===== src/rtl/dphy_timer_bank.sv =====
// dphy_timer_bank
//   A bank of N_CH independent down-counting interval timers for the D-PHY
//   lane control FSMs. Each channel can run one-shot or periodic, and can be
//   started, restarted, stopped and paused. Every output is registered.
//
// Ports
//   clk, rst     clock; asynchronous active-high reset
//   start[i]     load reload[i] and run (restarts a running channel)
//   stop[i]      abort to IDLE, count cleared, no expiry (highest priority)
//   pause[i]     freeze a running channel's counter; no expiry while held
//   periodic[i]  1 = reload on expiry and keep running, 0 = one-shot
//   reload       per-channel reload, channel i at [i*CNT_W +: CNT_W]
//   busy[i]      channel is in RUN
//   expired[i]   one-cycle pulse when the interval completes
//   expired_any  registered OR of all expiry pulses, aligned with expired
//   count        live counter values, packed the same way as reload
module dphy_timer_bank #(
   parameter int N_CH  = 4,
   parameter int CNT_W = 6
) (
   input  logic                    clk,
   input  logic                    rst,
   input  logic [N_CH-1:0]         start,
   input  logic [N_CH-1:0]         stop,
   input  logic [N_CH-1:0]         pause,
   input  logic [N_CH-1:0]         periodic,
   input  logic [N_CH*CNT_W-1:0]   reload,
   output logic [N_CH-1:0]         busy,
   output logic [N_CH-1:0]         expired,
   output logic                    expired_any,
   output logic [N_CH*CNT_W-1:0]   count
);

   localparam logic [0:0] ST_IDLE = 1'b0;
   localparam logic [0:0] ST_RUN  = 1'b1;

   localparam logic [CNT_W-1:0] ONE = {{(CNT_W-1){1'b0}}, 1'b1};

   // Next-state expiry of every channel, OR-ed into expired_any so that the
   // combined flag lands on the same edge as the per-channel pulses.
   logic [N_CH-1:0] expired_d;
   logic            expired_any_q;
   logic            expired_any_d;

   for (genvar i = 0; i < N_CH; i++) begin : g_ch
      logic [0:0]       state_q, state_d;
      logic [CNT_W-1:0] cnt_q, cnt_d;
      logic             exp_q, exp_d;
      logic [CNT_W-1:0] rl;

      assign rl = reload[i*CNT_W +: CNT_W];

      // stop > start > pause > count
      always_comb begin
         state_d = state_q;
         cnt_d   = cnt_q;
         exp_d   = 1'b0;
         if (stop[i]) begin
            state_d = ST_IDLE;
            cnt_d   = '0;
         end else if (start[i]) begin
            state_d = ST_RUN;
            cnt_d   = rl;
         end else if (state_q == ST_IDLE) begin
            cnt_d   = '0;
         end else if (!pause[i]) begin
            if (cnt_q != '0) begin
               cnt_d = cnt_q - ONE;
            end else begin
               // Zero is the terminal count: expire instead of wrapping.
               exp_d = 1'b1;
               if (periodic[i]) cnt_d = rl;
               else             state_d = ST_IDLE;
            end
         end
      end

      always_ff @(posedge clk or posedge rst) begin
         if (rst) begin
            state_q <= ST_IDLE;
            cnt_q   <= '0;
            exp_q   <= 1'b0;
         end else begin
            state_q <= state_d;
            cnt_q   <= cnt_d;
            exp_q   <= exp_d;
         end
      end

      assign busy[i]                   = (state_q == ST_RUN);
      assign expired[i]                = exp_q;
      assign count[i*CNT_W +: CNT_W]   = cnt_q;
      assign expired_d[i]              = exp_d;
   end

   assign expired_any_d = |expired_d;

   always_ff @(posedge clk or posedge rst) begin
      if (rst) expired_any_q <= 1'b0;
      else     expired_any_q <= expired_any_d;
   end

   assign expired_any = expired_any_q;

endmodule


===== config.mk =====
export PLATFORM = sky130hd
export DESIGN_NAME = dphy_timer_bank
export DESIGN_NICKNAME = d
export VERILOG_FILES = /design/src/rtl/dphy_timer_bank.sv
export SDC_FILE = /design/constraint.sdc
export NUM_CORES = 1
export LEC_CHECK = 0
export ABC_AREA = 1
export CAP_MARGIN = 10
export CORE_UTILIZATION = 47
export DETAILED_ROUTE_END_ITERATION = 16
export HOLD_SLACK_MARGIN = 0.12
export PLACE_DENSITY = 0.88
export SLEW_MARGIN = 0
export SYNTH_ARGS = -nofsm -noshare
export SYNTH_HDL_FRONTEND = slang
export SYNTH_SLANG_ARGS = --single-unit

===== constraint.sdc =====
create_clock -name clk -period 1.72 [get_ports clk]
set_input_delay 0.344 -clock clk [delete_from_list [all_inputs] [get_ports clk]]
set_output_delay 0.344 -clock clk [all_outputs]
set_load 0.1 [all_outputs]

# Word level (Yosys, flattened, before mapping)
# Index checks and enable logic that the tools add are counted.
dict set report word_totals {
  reg_bits 33
  input_bits 42
  word_cells 102
}
dict set report op_classes {
  n_addsub 4
  eq_ne 8
  mux 68
  n_reduce_logical 9
}
# operator n
set op_table {}
lappend op_table {{two-way mux 6 bit} 24}
lappend op_table {{two-way mux 1 bit} 44}
lappend op_table {{nonzero test 6 bit} 4}
lappend op_table {{subtractor 6 x 1 -> 6 bit, second input constant} 4}
lappend op_table {{inequality test 5 x 4 -> 1 bit, second input constant} 4}
lappend op_table {{inequality test 4 bit, second input constant} 4}
lappend op_table {{AND reduction 2 bit} 4}
lappend op_table {{OR reduction 4 bit} 1}

# Depth between registers and ports, before layout
dict set report depth {
  depth_word 7
  mapped_depth 11
  mapped_depth_nobuf 11
}

# Least setup slack after synthesis
# OpenSTA, ideal clock, no wires.
dict set report synth_path {
  path_type {register to register}
  startpoint {reg g_ch[3].cnt_q[0]}
  endpoint {reg g_ch[3].cnt_q[3]}
  arrival_ps 1965
  slack_ps -370
  stages_incl_launch_ff 8
  n_path_buf 1
  period_less_slack_ps 2090
  cell_sequence {dfrtp_1 -> inv_1 -> ha_1 -> nand3_4 -> nand2_2 -> buf_6 -> o21ai_0 -> o21ai_1}
}
dict set report synth_between {
  elab_chain_len 6
  word_cells_on_any_way 9
}
# item line_no
set synth_rtl {}
lappend synth_rtl {{from (decl)} 47} ;# logic [CNT_W-1:0] cnt_q, cnt_d;
lappend synth_rtl {{from (signal assigned)} 85} ;# cnt_q <= cnt_d;
lappend synth_rtl {{subtractor 6 x 1 -> 6 bit / nonzero test 6 bit (equally long branches)} {68, 67}}
lappend synth_rtl {{two-way mux 6 bit} 67} ;# if (cnt_q != '0) begin
lappend synth_rtl {{two-way mux 6 bit} 66} ;# end else if (!pause[i]) begin
lappend synth_rtl {{two-way mux 6 bit} 64} ;# end else if (state_q == ST_IDLE) begin
lappend synth_rtl {{two-way mux 6 bit} 61} ;# end else if (start[i]) begin
lappend synth_rtl {{two-way mux 6 bit} 58} ;# if (stop[i]) begin
# Parallel ways exist; a longest one is shown, timed or not. The select of a mux whose other input is x is not followed.
# A chain may end at the register's enable or synchronous reset.

# Worst setup path in the final report
dict set report layout_path {
  startpoint {reg g_ch[2].cnt_q[0]}
  endpoint {reg g_ch[2].cnt_q[3]}
}
dict set report layout_between {
  elab_chain_len 6
  word_cells_on_any_way 9
}
# item line_no
set layout_rtl {}
lappend layout_rtl {{from (decl)} 47}
lappend layout_rtl {{from (signal assigned)} 85}
lappend layout_rtl {{subtractor 6 x 1 -> 6 bit / nonzero test 6 bit (equally long branches)} {68, 67}}
lappend layout_rtl {{two-way mux 6 bit} 67}
lappend layout_rtl {{two-way mux 6 bit} 66}
lappend layout_rtl {{two-way mux 6 bit} 64}
lappend layout_rtl {{two-way mux 6 bit} 61}
lappend layout_rtl {{two-way mux 6 bit} 58}
# Parallel ways exist; a longest one is shown, timed or not. The select of a mux whose other input is x is not followed.

==> summary.txt <==
Outcome
  • Status: completed

Logic synthesis
  • Syn Area/Cell: 6.91 um2
  • Dominant cells by area after synthesis: dfrtp_1, nand2_1, inv_1
  • Synthesized area: 0.00235 mm2
  • Syn. warnings: 0
  • Top cell type by total area after synthesis: dfrtp_1
  • Post-synth cell types: 29
  • Yosys reg bits: 33
  • Share of the synthesized area in the top cell type: 35.1%
  • Sequential-to-total area share from yosys stat: 35.1%
  • Syn nets: 389
  • Post-Synthesis Cells: 340

Global route
  • GR Util All Layers: 24.4%
  • Largest net degree at the start of global routing: 34
  • Vias in the first global route: 2,346
  • Grt total ovfl: 0
  • First-pass GRT wire length: 10,000 um
  • Antenna violations before repair: 0

Placement
  • Post-DP HPWL: 4760 um
  • RD Place Congestion: 0.864
  • Port buffer count: 74

Die
  • Core area: 0.00475 mm2
  • Die ar.: 0.00529 mm2
  • Initial core utilization: 49.4%
  • Io pins: 75
  • Total number of placement rows: 25
  • Chip width: 72.7 um
  • Die height: 72.7 um

Pwr
  • Clock Power Share: 17.3%
  • Power Internal: 0.00185 W
  • Max VDD drop: 0.529 mV
  • Pwr Density: 930 mW/mm2
  • Leakage: 1.80 nW
  • Comb pwr share: 53.0%
  • Net switching power figure: 0.00161 W
  • Switching share of power: 46.5%
  • Sequential share of power: 29.7%

Layout
  • Ratio of cells with drive above 1 in the final layout: 25.6%
  • Area growth syn-to-layout: 58.2%
  • Nets: 478
  • Final core occ: 78.2%
  • Antenna Cells: 0

Setup path
  • Arr. time, crit path: 1.82 ns
  • End of the worst register-to-register path: g_ch[2].cnt_q[3]
  • Reg2reg setup slack: 0.09 ns
  • Worst endpoint required time: 1.91 ns
  • Worst reg2reg path depth: 11
  • CP startpoint: g_ch[2].cnt_q[0]
  • Critical path fanouts, max: 5
  • Worst Setup End Kind: flip-flop
  • R2r startpoint: g_ch[2].cnt_q[0]
  • Crit Path Class: flip-flop to flip-flop
  • Crit path launch type: flip-flop

CTS
  • # clock sinks: 33
  • Clk_lat worst skew: 0.29 ns
  • Cts hold-fix bufs: 0
  • Clock Path Buffers: 2
  • Clock-pin slew on the worst setup and hold paths: 0.07 ns
  • H-Tree Depth: 2
  • TritonCTS clock tree: built
  • Root Driver: clkbuf_8
  • Total CTS buffers: 5

STA
  • Finish-stage setup viols: 0
  • Min cycle time layout: 1.63 ns
  • Final Hold Viols: 0
  • Final Cycle Share: 95.0%
  • RSZ-0062 raised after global routing: yes
  • Total negative setup slack: 0 ns
  • Clk_skew: 0.00251 ns
  • F_max: 0.612 GHz
  • Slew HR: 70.7%
  • Worst Tran Pin Value: 0.440 ns
  • Fin. max-slew vios: 0

Run
  • Max Cap Viol: 0

Detailed routing
  • Via/cell ratio: 4.99
  • Final WL: 6200 um
  • WL/cell: 12.5 um
  • DRC viols: 0
  • 1st-iter DRT viols: 130
  • DRT Pass-1 Iters: 4
  • Via count: 2,479
  • Final ANT Viol Nets: 0

Hold path
  • Hold WC Path Type: input pin to async pin
## how the worst max path moves through the flow
stage,end,slack [ns]
after global placement,g_ch[0].cnt_q[5],0.07
after detailed placement,g_ch[0].cnt_q[5],-0.06
after floorplan,g_ch[0].cnt_q[4],0.0008
final,g_ch[2].cnt_q[3],0.09
after global routing,g_ch[2].cnt_q[3],-0.09
after CTS,g_ch[2].cnt_q[0],0.0003
## worst max-delay path: stages, from the launching register on
cell,delay [ns]
dfrtp_4,0.52
inv_4,0.07
ha_1,0.15
nand2_1,0.06
nor2_2,0.12
nand2_2,0.13
nand2_4,0.13
inv_2,0.05
nor2_1,0.09
nor2_1,0.07
nand2_1,0.07
nand2_1,0.05
## power by group through the flow
stage | logic, W | clock network (W) | registers [W]
6_report | 0.00183 | 0.000597 | 0.00103
5_1_grt | 0.00196 | 0.000626 | 0.00104
4_1_cts | 0.00176 | 0.000606 | 0.00103
3_5_place_dp | 0.00175 | 0 | 0.00104
3_3_place_gp | 0.00172 | 0 | 0.00103
2_1_floorplan | 0.000664 | 0 | 0.00149
## through the flow
| step | total power, W | area, um2 | std cells | hold WS, ns | worst slack (ns) |
|---|---|---|---|---|---|
| 2_1_floorplan | 0.00216 | 2390 | 340 | 0.417 | 0.000836 |
| 3_3_place_gp | 0.00275 | 3540 | 481 | 0.550 | 0.0656 |
| 3_5_place_dp | 0.00279 | 3540 | 481 | 0.561 | -0.0621 |
| 4_1_cts | 0.00339 | 3620 | 489 | 0.454 | 0.000267 |
| 5_1_grt | 0.00363 | 3720 | 497 | 0.499 | -0.0926 |
| 6_report | 0.00346 | 3720 | 497 | 0.439 | 0.0855 |
## placed cells by master (no fill, tap or decap), drive strengths merged
cell type	netlist	layout
clkinvlp	0	1
nand2	103	104
inv	57	57
xnor2	2	2
o21a	1	1
nor2	39	39
buf	9	49
a31oi	1	1
clkinv	0	2
nor4	3	3
xor2	7	7
nor3	6	6
clkdlybuf4s50	0	41
a21oi	5	5
o21ai	29	29
nand3	29	29
clkbuf	0	5
nand4	6	6
dfrtp	33	33
or2	3	3
ha	7	7
## synth_stat cells
cell	instances
a21oi_1	5
a31oi_1	1
buf_4	8
buf_6	1
dfrtp_1	33
ha_1	7
inv_1	49
inv_2	7
inv_4	1
nand2_1	98
nand2_2	3
nand2_4	2
nand3_1	26
nand3_2	1
nand3_4	2
nand4_1	6
nor2_1	34
nor2_2	2
nor2_4	3
nor3_1	6
nor4_1	3
o21a_1	1
o21ai_0	20
o21ai_1	7
o21ai_4	2
or2_0	2
or2_2	1
xnor2_1	2
xor2_1	7
## registers in the layout, indices dropped and copies added (netlist names)
name	count
expired_any	1
g_ch.cnt_q	24
g_ch.exp_q	4
g_ch.state_q	4
## area by class of cell
cell class	count	area, um2
tap	67	83.8
fill	321	1040
clock buffer	5	68.8
timing repair buffer	90	1190
sequential	33	862
multi-input combinational	242	1270
inverter	57	224
clock inverter	3	17.5
## what timing repair did
item | 4_1_cts | 5_1_grt
setup buffers | 0 | 7
pin swaps | 1 | 5
endpoints found under the setup margin | 1 | 12
resized for setup | 0 | 14
gates cloned | 0 | 1
## logic make-up after synthesis
logic type / after synthesis / share of synthesized area, %
flip-flops: 33 / 35.1
adder cells (fa/ha/maj): 7 / 3.73
buffers and inverters: 66 / 12.2
AND/OR/NAND/NOR: 189 / 36.7
AO/OA/AOI/OAI: 36 / 8.79
XOR/XNOR: 9 / 3.35
## metal layers
layer	wire, um	global-route usage, %
met1	2440	27.1
met2	3280	45.4
met3	343	4.97
met4	134	10.0
met5	0	0
(Power assumes the default switching activity.)
